`config.mk`:
```
export PLATFORM = sky130hd
export DESIGN_NAME = pipe_latch_fall_flat
export DESIGN_NICKNAME = d
export VERILOG_FILES = /design/src/rtl/pipe_latch_fall_pkg.sv /design/src/rtl/pipe_latch_fall_if.sv /design/src/rtl/pipe_latch_fall_stage.sv /design/src/rtl/pipe_latch_fall.sv /design/src/flat_wrapper.sv
export SDC_FILE = /design/constraint.sdc
export NUM_CORES = 1
export LEC_CHECK = 0
export BUFFER_PORTS_ARGS = -buffer_cell sky130_fd_sc_hd__buf_2
export CORE_MARGIN = 2
export CORE_UTILIZATION = 41
export DETAILED_ROUTE_END_ITERATION = 7
export PLACE_DENSITY_LB_ADDON = 0.25
export SYNTH_ARGS = -nofsm -noshare
export SYNTH_HDL_FRONTEND = slang
export SYNTH_HIERARCHICAL = 1
export SYNTH_SLANG_ARGS = --single-unit
```
`constraint.sdc`:
```
create_clock -name clk -period 3.15 [get_ports clk]
set_clock_uncertainty 0.1 [all_clocks]
set_input_delay 0.1575 -clock clk [delete_from_list [all_inputs] [get_ports clk]]
set_output_delay 0.1575 -clock clk [all_outputs]
set_load 0.1 [all_outputs]
```
`src/rtl/pipe_latch_fall_pkg.sv`:
```
// Shared types and helpers for the falling-edge elastic pipeline latch.
// Optional parity storage: define PIPE_LATCH_FALL_PARITY_EN.
package pipe_latch_pkg;

  localparam int unsigned DEF_WIDTH = 32;
  localparam int unsigned DEF_DEPTH = 2;

  function automatic int unsigned clog2p1(input int unsigned d);
    return $clog2(d + 1);
  endfunction

  typedef struct packed {
    logic                 valid;
`ifdef PIPE_LATCH_FALL_PARITY_EN
    logic                 par;
`endif
    logic [DEF_WIDTH-1:0] data;
  } stage_t;

endpackage

```
`src/rtl/pipe_latch_fall_if.sv`:
```
// Valid/ready bus for pipe_latch_fall: upstream and downstream handshakes.
// parity_err exists only with PIPE_LATCH_FALL_PARITY_EN defined.
interface pipe_latch_fall_if
  import pipe_latch_pkg::*;
#(
  parameter int unsigned WIDTH = DEF_WIDTH,
  parameter int unsigned DEPTH = DEF_DEPTH
) ();

  localparam int unsigned OW = clog2p1(DEPTH);

  logic             in_valid;
  logic             in_ready;
  logic [WIDTH-1:0] in_data;
  logic             out_valid;
  logic             out_ready;
  logic [WIDTH-1:0] out_data;
  logic [OW-1:0]    occupancy;
`ifdef PIPE_LATCH_FALL_PARITY_EN
  logic             parity_err;

  modport master (
    output in_valid,
    output in_data,
    output out_ready,
    input  in_ready,
    input  out_valid,
    input  out_data,
    input  occupancy,
    input  parity_err
  );

  modport slave (
    input  in_valid,
    input  in_data,
    input  out_ready,
    output in_ready,
    output out_valid,
    output out_data,
    output occupancy,
    output parity_err
  );
`else
  modport master (
    output in_valid,
    output in_data,
    output out_ready,
    input  in_ready,
    input  out_valid,
    input  out_data,
    input  occupancy
  );

  modport slave (
    input  in_valid,
    input  in_data,
    input  out_ready,
    output in_ready,
    output out_valid,
    output out_data,
    output occupancy
  );
`endif

endinterface

```
`src/rtl/pipe_latch_fall_stage.sv`:
```
// One falling-edge stage: valid, data and (optional) parity register.
// Parity register present with PIPE_LATCH_FALL_PARITY_EN defined.
module pipe_latch_stage #(
  parameter int unsigned      WIDTH     = 32,
  parameter logic [WIDTH-1:0] RESET_VAL = '0
) (
  input  logic             clk,
  input  logic             clr,
  input  logic             flush,
  input  logic             en,
  input  logic             up_valid,
  input  logic [WIDTH-1:0] up_data,
`ifdef PIPE_LATCH_FALL_PARITY_EN
  input  logic             up_par,
  output logic             par,
`endif
  output logic             valid,
  output logic [WIDTH-1:0] data
);

  // Data only loads on a real word so bubbles never overwrite it.
  always_ff @(negedge clk or negedge clr) begin
    if (!clr) begin
      valid <= 1'b0;
      data  <= RESET_VAL;
    end else if (flush) begin
      valid <= 1'b0;
    end else if (en) begin
      valid <= up_valid;
      if (up_valid) begin
        data <= up_data;
      end
    end
  end

`ifdef PIPE_LATCH_FALL_PARITY_EN
  always_ff @(negedge clk or negedge clr) begin
    if (!clr) begin
      par <= 1'b0;
    end else if (!flush && en && up_valid) begin
      par <= up_par;
    end
  end
`endif

endmodule

```
`src/rtl/pipe_latch_fall.sv`:
```
// Elastic DEPTH-stage falling-edge pipeline latch with collapsing bubbles.
// Optional even parity per stage: define PIPE_LATCH_FALL_PARITY_EN.
module pipe_latch_fall
  import pipe_latch_pkg::*;
#(
  parameter int unsigned      WIDTH     = DEF_WIDTH,
  parameter int unsigned      DEPTH     = DEF_DEPTH,
  parameter logic [WIDTH-1:0] RESET_VAL = '0
) (
  input  logic clk,
  input  logic clr,
  input  logic flush,
  pipe_latch_fall_if.slave bus
);

  localparam int unsigned OW = clog2p1(DEPTH);

  logic [DEPTH:0]            rdy;
  logic [DEPTH-1:0]          vld;
  logic [DEPTH-1:0]          nv;
  logic [DEPTH-1:0][WIDTH-1:0] dat;
  logic [OW-1:0]             cnt;
  logic [OW-1:0]             occ;
`ifdef PIPE_LATCH_FALL_PARITY_EN
  logic [DEPTH-1:0]          par;
  logic                      perr;
`endif

  assign rdy[DEPTH] = bus.out_ready;

  for (genvar g = 0; g < DEPTH; g++) begin : g_st
    logic             upv;
    logic [WIDTH-1:0] upd;
`ifdef PIPE_LATCH_FALL_PARITY_EN
    logic             upp;
`endif

    if (g == 0) begin : g_in
      assign upv = bus.in_valid;
      assign upd = bus.in_data;
`ifdef PIPE_LATCH_FALL_PARITY_EN
      assign upp = ^bus.in_data;
`endif
    end else begin : g_mid
      assign upv = vld[g-1];
      assign upd = dat[g-1];
`ifdef PIPE_LATCH_FALL_PARITY_EN
      assign upp = par[g-1];
`endif
    end

    // A stage moves when it is empty or the stage ahead moves.
    assign rdy[g] = ~vld[g] | rdy[g+1];
    assign nv[g]  = flush ? 1'b0 : (rdy[g] ? upv : vld[g]);

    pipe_latch_stage #(
      .WIDTH     (WIDTH),
      .RESET_VAL (RESET_VAL)
    ) u_st (
      .clk      (clk),
      .clr      (clr),
      .flush    (flush),
      .en       (rdy[g]),
      .up_valid (upv),
      .up_data  (upd),
`ifdef PIPE_LATCH_FALL_PARITY_EN
      .up_par   (upp),
      .par      (par[g]),
`endif
      .valid    (vld[g]),
      .data     (dat[g])
    );
  end

  always_comb begin
    cnt = '0;
    for (int i = 0; i < DEPTH; i++) begin
      cnt = cnt + OW'(nv[i]);
    end
  end

  always_ff @(negedge clk or negedge clr) begin
    if (!clr) begin
      occ <= '0;
    end else begin
      occ <= cnt;
    end
  end

  assign bus.in_ready  = rdy[0] & ~flush;
  assign bus.out_valid = vld[DEPTH-1];
  assign bus.out_data  = dat[DEPTH-1];
  assign bus.occupancy = occ;

`ifdef PIPE_LATCH_FALL_PARITY_EN
  always_ff @(negedge clk or negedge clr) begin
    if (!clr) begin
      perr <= 1'b0;
    end else begin
      perr <= vld[DEPTH-1] & ((^dat[DEPTH-1]) != par[DEPTH-1]);
    end
  end

  assign bus.parity_err = perr;
`endif

endmodule

```
`src/flat_wrapper.sv`:
```
// flat-port wrapper written by rule: the top's interface ports become plain ports
module pipe_latch_fall_flat import pipe_latch_pkg::*;
#(
  parameter int unsigned      WIDTH     = DEF_WIDTH,
  parameter int unsigned      DEPTH     = DEF_DEPTH,
  parameter logic [WIDTH-1:0] RESET_VAL = '0
)
  (clk, clr, flush, bus_in_valid, bus_in_data, bus_out_ready, bus_in_ready, bus_out_valid, bus_out_data, bus_occupancy);
  pipe_latch_fall_if #(.WIDTH(WIDTH), .DEPTH(DEPTH)) bus_i ();
  input  logic clk;
  input  logic clr;
  input  logic flush;
  input wire logic [$bits(bus_i.in_valid)-1:0] bus_in_valid;
  input wire logic [$bits(bus_i.in_data)-1:0] bus_in_data;
  input wire logic [$bits(bus_i.out_ready)-1:0] bus_out_ready;
  output wire logic [$bits(bus_i.in_ready)-1:0] bus_in_ready;
  output wire logic [$bits(bus_i.out_valid)-1:0] bus_out_valid;
  output wire logic [$bits(bus_i.out_data)-1:0] bus_out_data;
  output wire logic [$bits(bus_i.occupancy)-1:0] bus_occupancy;
  assign bus_i.in_valid = bus_in_valid;
  assign bus_i.in_data = bus_in_data;
  assign bus_i.out_ready = bus_out_ready;
  assign bus_in_ready = bus_i.in_ready;
  assign bus_out_valid = bus_i.out_valid;
  assign bus_out_data = bus_i.out_data;
  assign bus_occupancy = bus_i.occupancy;
  pipe_latch_fall #(.WIDTH(WIDTH), .DEPTH(DEPTH), .RESET_VAL(RESET_VAL)) u_core (.clk(clk), .clr(clr), .flush(flush), .bus(bus_i));
endmodule
```
* Yosys cells after proc, flatten, opt, wreduce, memory -nomap -nowiden
Index checks and enable logic that the tools add are counted.
Widths: inputs -> output; s select.
** Word-level totals
- Bits in registers :: 68
- Word-level logic and storage cells :: 18
** Operators by class
- $add $sub $neg :: 1
- Multiplexer cells :: 4
- Bitwise logic cells :: 6
- Reductions and logical operators :: 2
** Operators by type and width (number)
- $reduce_and 3->1 :: 2
- $mux 1 :: 4
- $not 1->1 :: 3
- $add 1x1->2 :: 1
- $or 1x1->1 :: 2
- $and 1x1->1 :: 1

* Depth between registers and ports, before layout
Gate-level depths: netlist (run 1).
- Depth after elaboration :: 6
- Gate-level depth with buffers :: 4
- Mapped depth without buffers :: 3

* Hierarchy
Netlist (run 1), hierarchy kept.
** Modules (own cells, without submodules)
- pipe_latch_stage :: instances 2, cells an instance 71, area each 1366.3 sq um
- pipe_latch_fall :: instances 1, cells an instance 10, area each 100.1 sq um

==> summary.txt, run 1 <==
Run status
  • Status: finished clean

Detailed routing
  • Final wirelength: 4830 um
  • DR vias: 1,484
  • Iter 0 DRT Violations: 39
  • Post-route ant nets: 0
  • First drt pass iteration count: 4
  • Wire per inst: 14.9 um
  • # DRC: 0
  • Vias per cell: 4.58

Clocking
  • Htree depth: 3
  • CTS clk-pin slew, worst paths: 0.05 ns
  • Root Buffer: clkbuf_8
  • CTS max path bufs: 2
  • CTS tree: yes
  • Clk sink count: 68
  • CTS buffer count: 9
  • Clk_lat worst skew: 0.33 ns

Global route
  • Global route overflow: 0
  • Gr usage total: 13.6%
  • Initial antenna violation count: 0
  • Number of global-route vias before repair: 1,557
  • Largest net degree at the start of global routing: 69
  • First-pass GRT wire length: 7700 um

Synthesis
  • Syn_nets: 190
  • Mapped Area: 2830 um2
  • Sequential cell area fraction in the yosys report: 60.1%
  • Cell accounting for the most synthesized area: dfrtn_1
  • FF+latch count, synth: 68
  • Avg Inst Size Synth: 18.6 um2
  • Netlist cell types: 13
  • Synth warn: 6
  • Gate Count Post-Synth: 152
  • Top cell type's share of synthesized area: 60.1%
  • Synth area leaders: dfrtn_1 (60%), mux2_4 (32%), buf_6 (2.4%), mux2_2 (1.6%), nand3b_4 (1.4%)

Run
  • Maxcap violations: 0

Die
  • Core box area: 6760 um2
  • Die height: 87.1 um
  • Full die area: 7590 um2
  • Top Ports: 73
  • Die width: 87.1 um
  • Initial core utilization: 41.9%
  • Site Rows: 30

Worst hold path
  • Hold path depth: 1
  • Hold endpoint: u_core/g_st[1].u_st/data[28]
  • Worst Hold Class: flop to flop
  • Hold wc startpoint: u_core/g_st[1].u_st/data[28]

Cells and area
  • Synth-to-layout area growth: 27.4%
  • Final core utilization: 53.4%
  • Layout cells sized above 1: 67.6%
  • Commonest cells after routing, fill and taps aside: buf_2 (70), dfrtn_1 (68), mux2_4 (60), clkbuf_8 (10), buf_12 (7)
  • ANT cells: 0
  • Layout Nets: 277
  • Most common cell after layout, fill and taps aside: buf_2

STA
  • Hold slack: 0.348 ns
  • Worst Tran Pin Value: 0.505 ns
  • Endpoints failing setup: 0
  • Post-route setup slack: 0.0522 ns
  • Final number of max-transition violations: 0
  • Relative slew margins: 66.6%
  • Setup_tns: 0 ns
  • Final hold vios: 0

Place
  • Pre-CTS setup slack: 0.112 ns
  • Placer Congestion: 0.676
  • Port bufs: 72
  • Detail Placement HPWL: 3310 um

Worst setup path
  • Crit path capture type: primary output
  • Worst Path Arrival: 2.84 ns
  • Worst r2r dst: u_core/g_st[0].u_st/data[1]
  • Req. time, crit path: 2.89 ns
  • WS Path Type: flop to primary output
  • CP startpoint kind: flop
  • Max FO, Critical Path: 4
  • R2r setup slk: 1.43 ns
  • Cells on worst reg2reg path: 5
  • Critical R2R Launch: u_core/g_st[1].u_st/valid

Power
  • Maximum VDD drop: 0.499 mV
  • PwrDens: 940 nW/um2
  • Leakage: 0.00193 uW
  • Power Total: 3390 uW
[metrics by stage]
step	cells	instance area [um2]
after floorplan	152	2840
after global placement	306	3380
after detailed placement	306	3380
after CTS	324	3610
after global routing	324	3610
final	324	3610
[worst max path at each step]
stage	startpoint	endpoint	depth (start not counted)
after floorplan	u_core/g_st[1].u_st/valid	bus_in_ready	2
after global placement	bus_out_ready	u_core/g_st[0].u_st/data[20]	5
after detailed placement	bus_out_ready	u_core/g_st[0].u_st/data[1]	5
after CTS	u_core/g_st[1].u_st/valid	bus_in_ready	4
after global routing	u_core/g_st[1].u_st/valid	bus_in_ready	3
final	u_core/g_st[1].u_st/valid	bus_in_ready	3
[per-layer routing]
metal / part of all wire (%) / track usage, %
met1: 48 / 18.8
met2: 44 / 18.9
met3: 6.5 / 5.88
met4: 0.99 / 5.45
met5: 0 / 0
[kinds of logic after synthesis]
group	share of synthesized area, %
adder cells (fa/ha/maj)	0.442
AND/OR/NAND/NOR	2.39
AO/OA/AOI/OAI	0.353
buffers and inverters	2.65
flip-flops	60.1
multiplexers	34.1
[area by class of cell]
type                    instances  area (um2)
repair buffers                 82         528
inverters                       2        7.51
flip-flops and latches         68        1700
clock buffers                  10         138
clock inverters                 6        70.1
multi-input cells              76        1060
well taps                      80         100
fillers                       579        3150
[flip-flops by register name, summed over array words and instances, names as in the netlist]
name / count
u_core/bus.occupancy: 2
u_core/g_st.u_st/data: 64
u_core/g_st.u_st/valid: 2
[repair_timing]
| item | CTS | global route |
|---|---|---|
| buffers inserted | 2 | 1 |
| setup endpoints to repair | 1 | 1 |
| hold buffers | 0 | 0 |
| pin swaps | 1 | 1 |
| gates resized for setup | 1 | 0 |
[Yosys cell counts]
| master | count |
|---|---|
| mux2i_1 | 2 |
| inv_1 | 2 |
| dfrtn_1 | 68 |
| mux2_4 | 60 |
| nor2_1 | 2 |
| nand3b_1 | 1 |
| nand3b_4 | 2 |
| nor2b_1 | 1 |
| buf_6 | 6 |
| ha_1 | 1 |
| nand2b_1 | 1 |
| mux2_2 | 4 |
| a21oi_1 | 2 |
[report_power, final]
part / switching (uW) / leakage (uW) / total, uW / internal (uW)
logic: 1100 / 0.00102 / 1470 / 367
registers: 104 / 0.000810 / 1180 / 1080
clock network: 349 / 0.0000955 / 742 / 393
[worst max-delay path, cell delays in order (launching register included)]
cell	delay (ns)
dfrtn_1	0.44
nand3b_1	0.16
nor2b_4	0.18
buf_12	0.16
No activity file was read; power rests on OpenSTA's default activity.
==> inputs of run 2 (changes only) <==
--- a/config.mk
+++ b/config.mk
@@ -5,7 +5,7 @@
 export SDC_FILE = /design/constraint.sdc
 export NUM_CORES = 1
 export LEC_CHECK = 0
-export BUFFER_PORTS_ARGS = -buffer_cell sky130_fd_sc_hd__buf_2
+export BUFFER_PORTS_ARGS = -buffer_cell sky130_fd_sc_hd__buf_4
 export CORE_MARGIN = 2
 export CORE_UTILIZATION = 41
 export DETAILED_ROUTE_END_ITERATION = 7
==> summary.txt, run 2 (synthesis results as in run 1) <==
Place
  • DP Area: 3520 um2
  • Placer Congestion: 0.674
  • Port bufs: 72
  • Detail Placement HPWL: 3460 um

Global route
  • Initial antenna violation count: 0
  • First-pass GRT wire length: 8020 um
  • Gr usage total: 14.2%
  • Largest net degree at the start of global routing: 37
  • Global route overflow: 0
  • Number of global-route vias before repair: 1,569

Clocking
  • Htree depth: 3
  • Clk sink count: 68
  • CTS clk-pin slew, worst paths: 0.05 ns
  • CTS tree: yes
  • CTS buffer count: 9
  • Root Buffer: clkbuf_8
  • Hold Buf Count CTS: 0
  • Clk_lat worst skew: 0.33 ns
  • CTS max path bufs: 2

Cells and area
  • Reg with most FFs: u_core/g_st.u_st/data
  • Final core utilization: 56.1%
  • Number of flip-flops under the largest register name: 64
  • Layout cells sized above 1: 67.2%
  • Post-Layout Inst Area: 3790 um2
  • Most common cell after layout, fill and taps aside: buf_4
  • Synth-to-layout area growth: 33.8%
  • Layout Nets: 277
  • Commonest cells after routing, fill and taps aside: buf_4 (77), dfrtn_1 (68), mux2_4 (60), clkbuf_8 (9), buf_12 (5)
  • ANT cells: 0

Die
  • Full die area: 7590 um2
  • Core box area: 6760 um2
  • Top Ports: 73
  • Site Rows: 30
  • Initial core utilization: 41.9%
  • Die width: 87.1 um
  • Die height: 87.1 um

STA
  • Endpoints failing setup: 0
  • RSZ-0062 raised after global routing: no
  • Final hold vios: 0
  • Final number of max-transition violations: 0
  • Worst Tran Pin Value: 0.425 ns
  • Relative slew margins: 71.6%
  • Hold slack: 0.344 ns

Worst setup path
  • CP max stage cell: dfrtn_1
  • Req. time, crit path: 2.89 ns
  • WS Path Type: flop to primary output
  • Max FO, Critical Path: 4
  • Cells on worst reg2reg path: 6
  • Crit path cell chain: nand3b_1 > nor2b_4 > buf_12
  • Worst r2r dst: u_core/g_st[0].u_st/data[1]
  • Max incr delay on CP: 0.42 ns
  • CP startpoint kind: flop
  • Worst Path Arrival: 2.81 ns
  • Critical R2R Launch: u_core/g_st[0].u_st/valid
  • Crit path capture type: primary output
  • R2r setup slk: 1.41 ns

Power
  • Maximum VDD drop: 0.607 mV
  • PwrDens: 950 nW/um2
  • Leakage: 0.00200 uW

Worst hold path
  • Hold path depth: 1
  • Worst Hold Class: flop to flop
  • Hold wc startpoint: u_core/g_st[0].u_st/data[3]
  • Hold endpoint: u_core/g_st[1].u_st/data[3]

Detailed routing
  • Vias per cell: 4.67
  • Post-route ant nets: 0
  • First drt pass iteration count: 4
  • DR vias: 1,512
  • Wire per inst: 15.5 um
  • Iter 0 DRT Violations: 38
  • Final wirelength: 5020 um
  • # DRC: 0

Run status
  • Status: finished clean

Run
  • Maxcap violations: 0
==> run 2: cell types whose count changed in the layout (fill, tap and decap cells not counted), sizes merged <==
cell | previous run | this run
clkinv | 0 | 3
bufinv | 1 | 3
inv | 4 | 2
clkinvlp | 3 | 0
==> run 2: area by class of cell <==
class / count / area [um2]
multi-input combinational: 76 / 1060
timing repair buffer: 82 / 678
tap: 80 / 100
clock buffer: 10 / 128
clock inverter: 6 / 113
fill: 549 / 2970
sequential: 68 / 1700
inverter: 2 / 7.51
==> run 2: worst max-delay path by stage <==
stage | slack, ns | to | cells past startpoint | startpoint
final | 0.09 | bus_in_ready | 3 | u_core/g_st[0].u_st/valid
after global placement | 0.13 | u_core/g_st[1].u_st/data[24] | 5 | bus_out_ready
after global routing | 0.02 | bus_in_ready | 3 | u_core/g_st[0].u_st/valid
after detailed placement | 0.11 | u_core/g_st[1].u_st/data[30] | 5 | bus_out_ready
after floorplan | -0.35 | bus_in_ready | 2 | u_core/g_st[1].u_st/valid
after CTS | 0.02 | bus_in_ready | 4 | u_core/g_st[0].u_st/valid
==> run 2: worst max-delay path, delay by kind of cell, from the launching register on <==
kind / cells / cell delay, ns
DFF: 1 / 0.42
buffers and inverters: 1 / 0.16
and+or+nand+nor: 2 / 0.34
==> run 2: report_power, final <==
part / leakage [uW] / total (uW) / switching [uW] / internal (uW)
combinational: 0.00106 / 1550 / 1100 / 450
sequential: 0.000810 / 1190 / 112 / 1080
clock: 0.000120 / 858 / 330 / 527
total: 0.00200 / 3600 / 1540 / 2060
==> run 2: through the flow <==
step	setup WS (ns)	std cells	setup TNS, ns	total power [uW]
after floorplan	-0.350	152	-0.350	2430
after global placement	0.132	306	0	2750
after detailed placement	0.114	306	0	2770
after CTS	0.0168	324	0	3640
after global routing	0.0233	324	0	3750
final	0.0858	324	0	3600
==> run 2: routing by layer <==
layer | track usage [%] | wire length, um | vias to the layer above
met2 | 18.9 | 2200 | 50
met3 | 6.07 | 400 | 6
li1 | - | - | 708
met4 | 6.29 | 64 | 0
met1 | 19.9 | 2360 | 748
met5 | 0 | 0 | -
==> run 2: what timing repair did <==
item,CTS,global route
setup endpoints to repair,1,1
endpoints found under the hold margin,0,0
gates resized for setup,1,2
cloned,0,0
pin swaps,1,1
buffers inserted,2,1
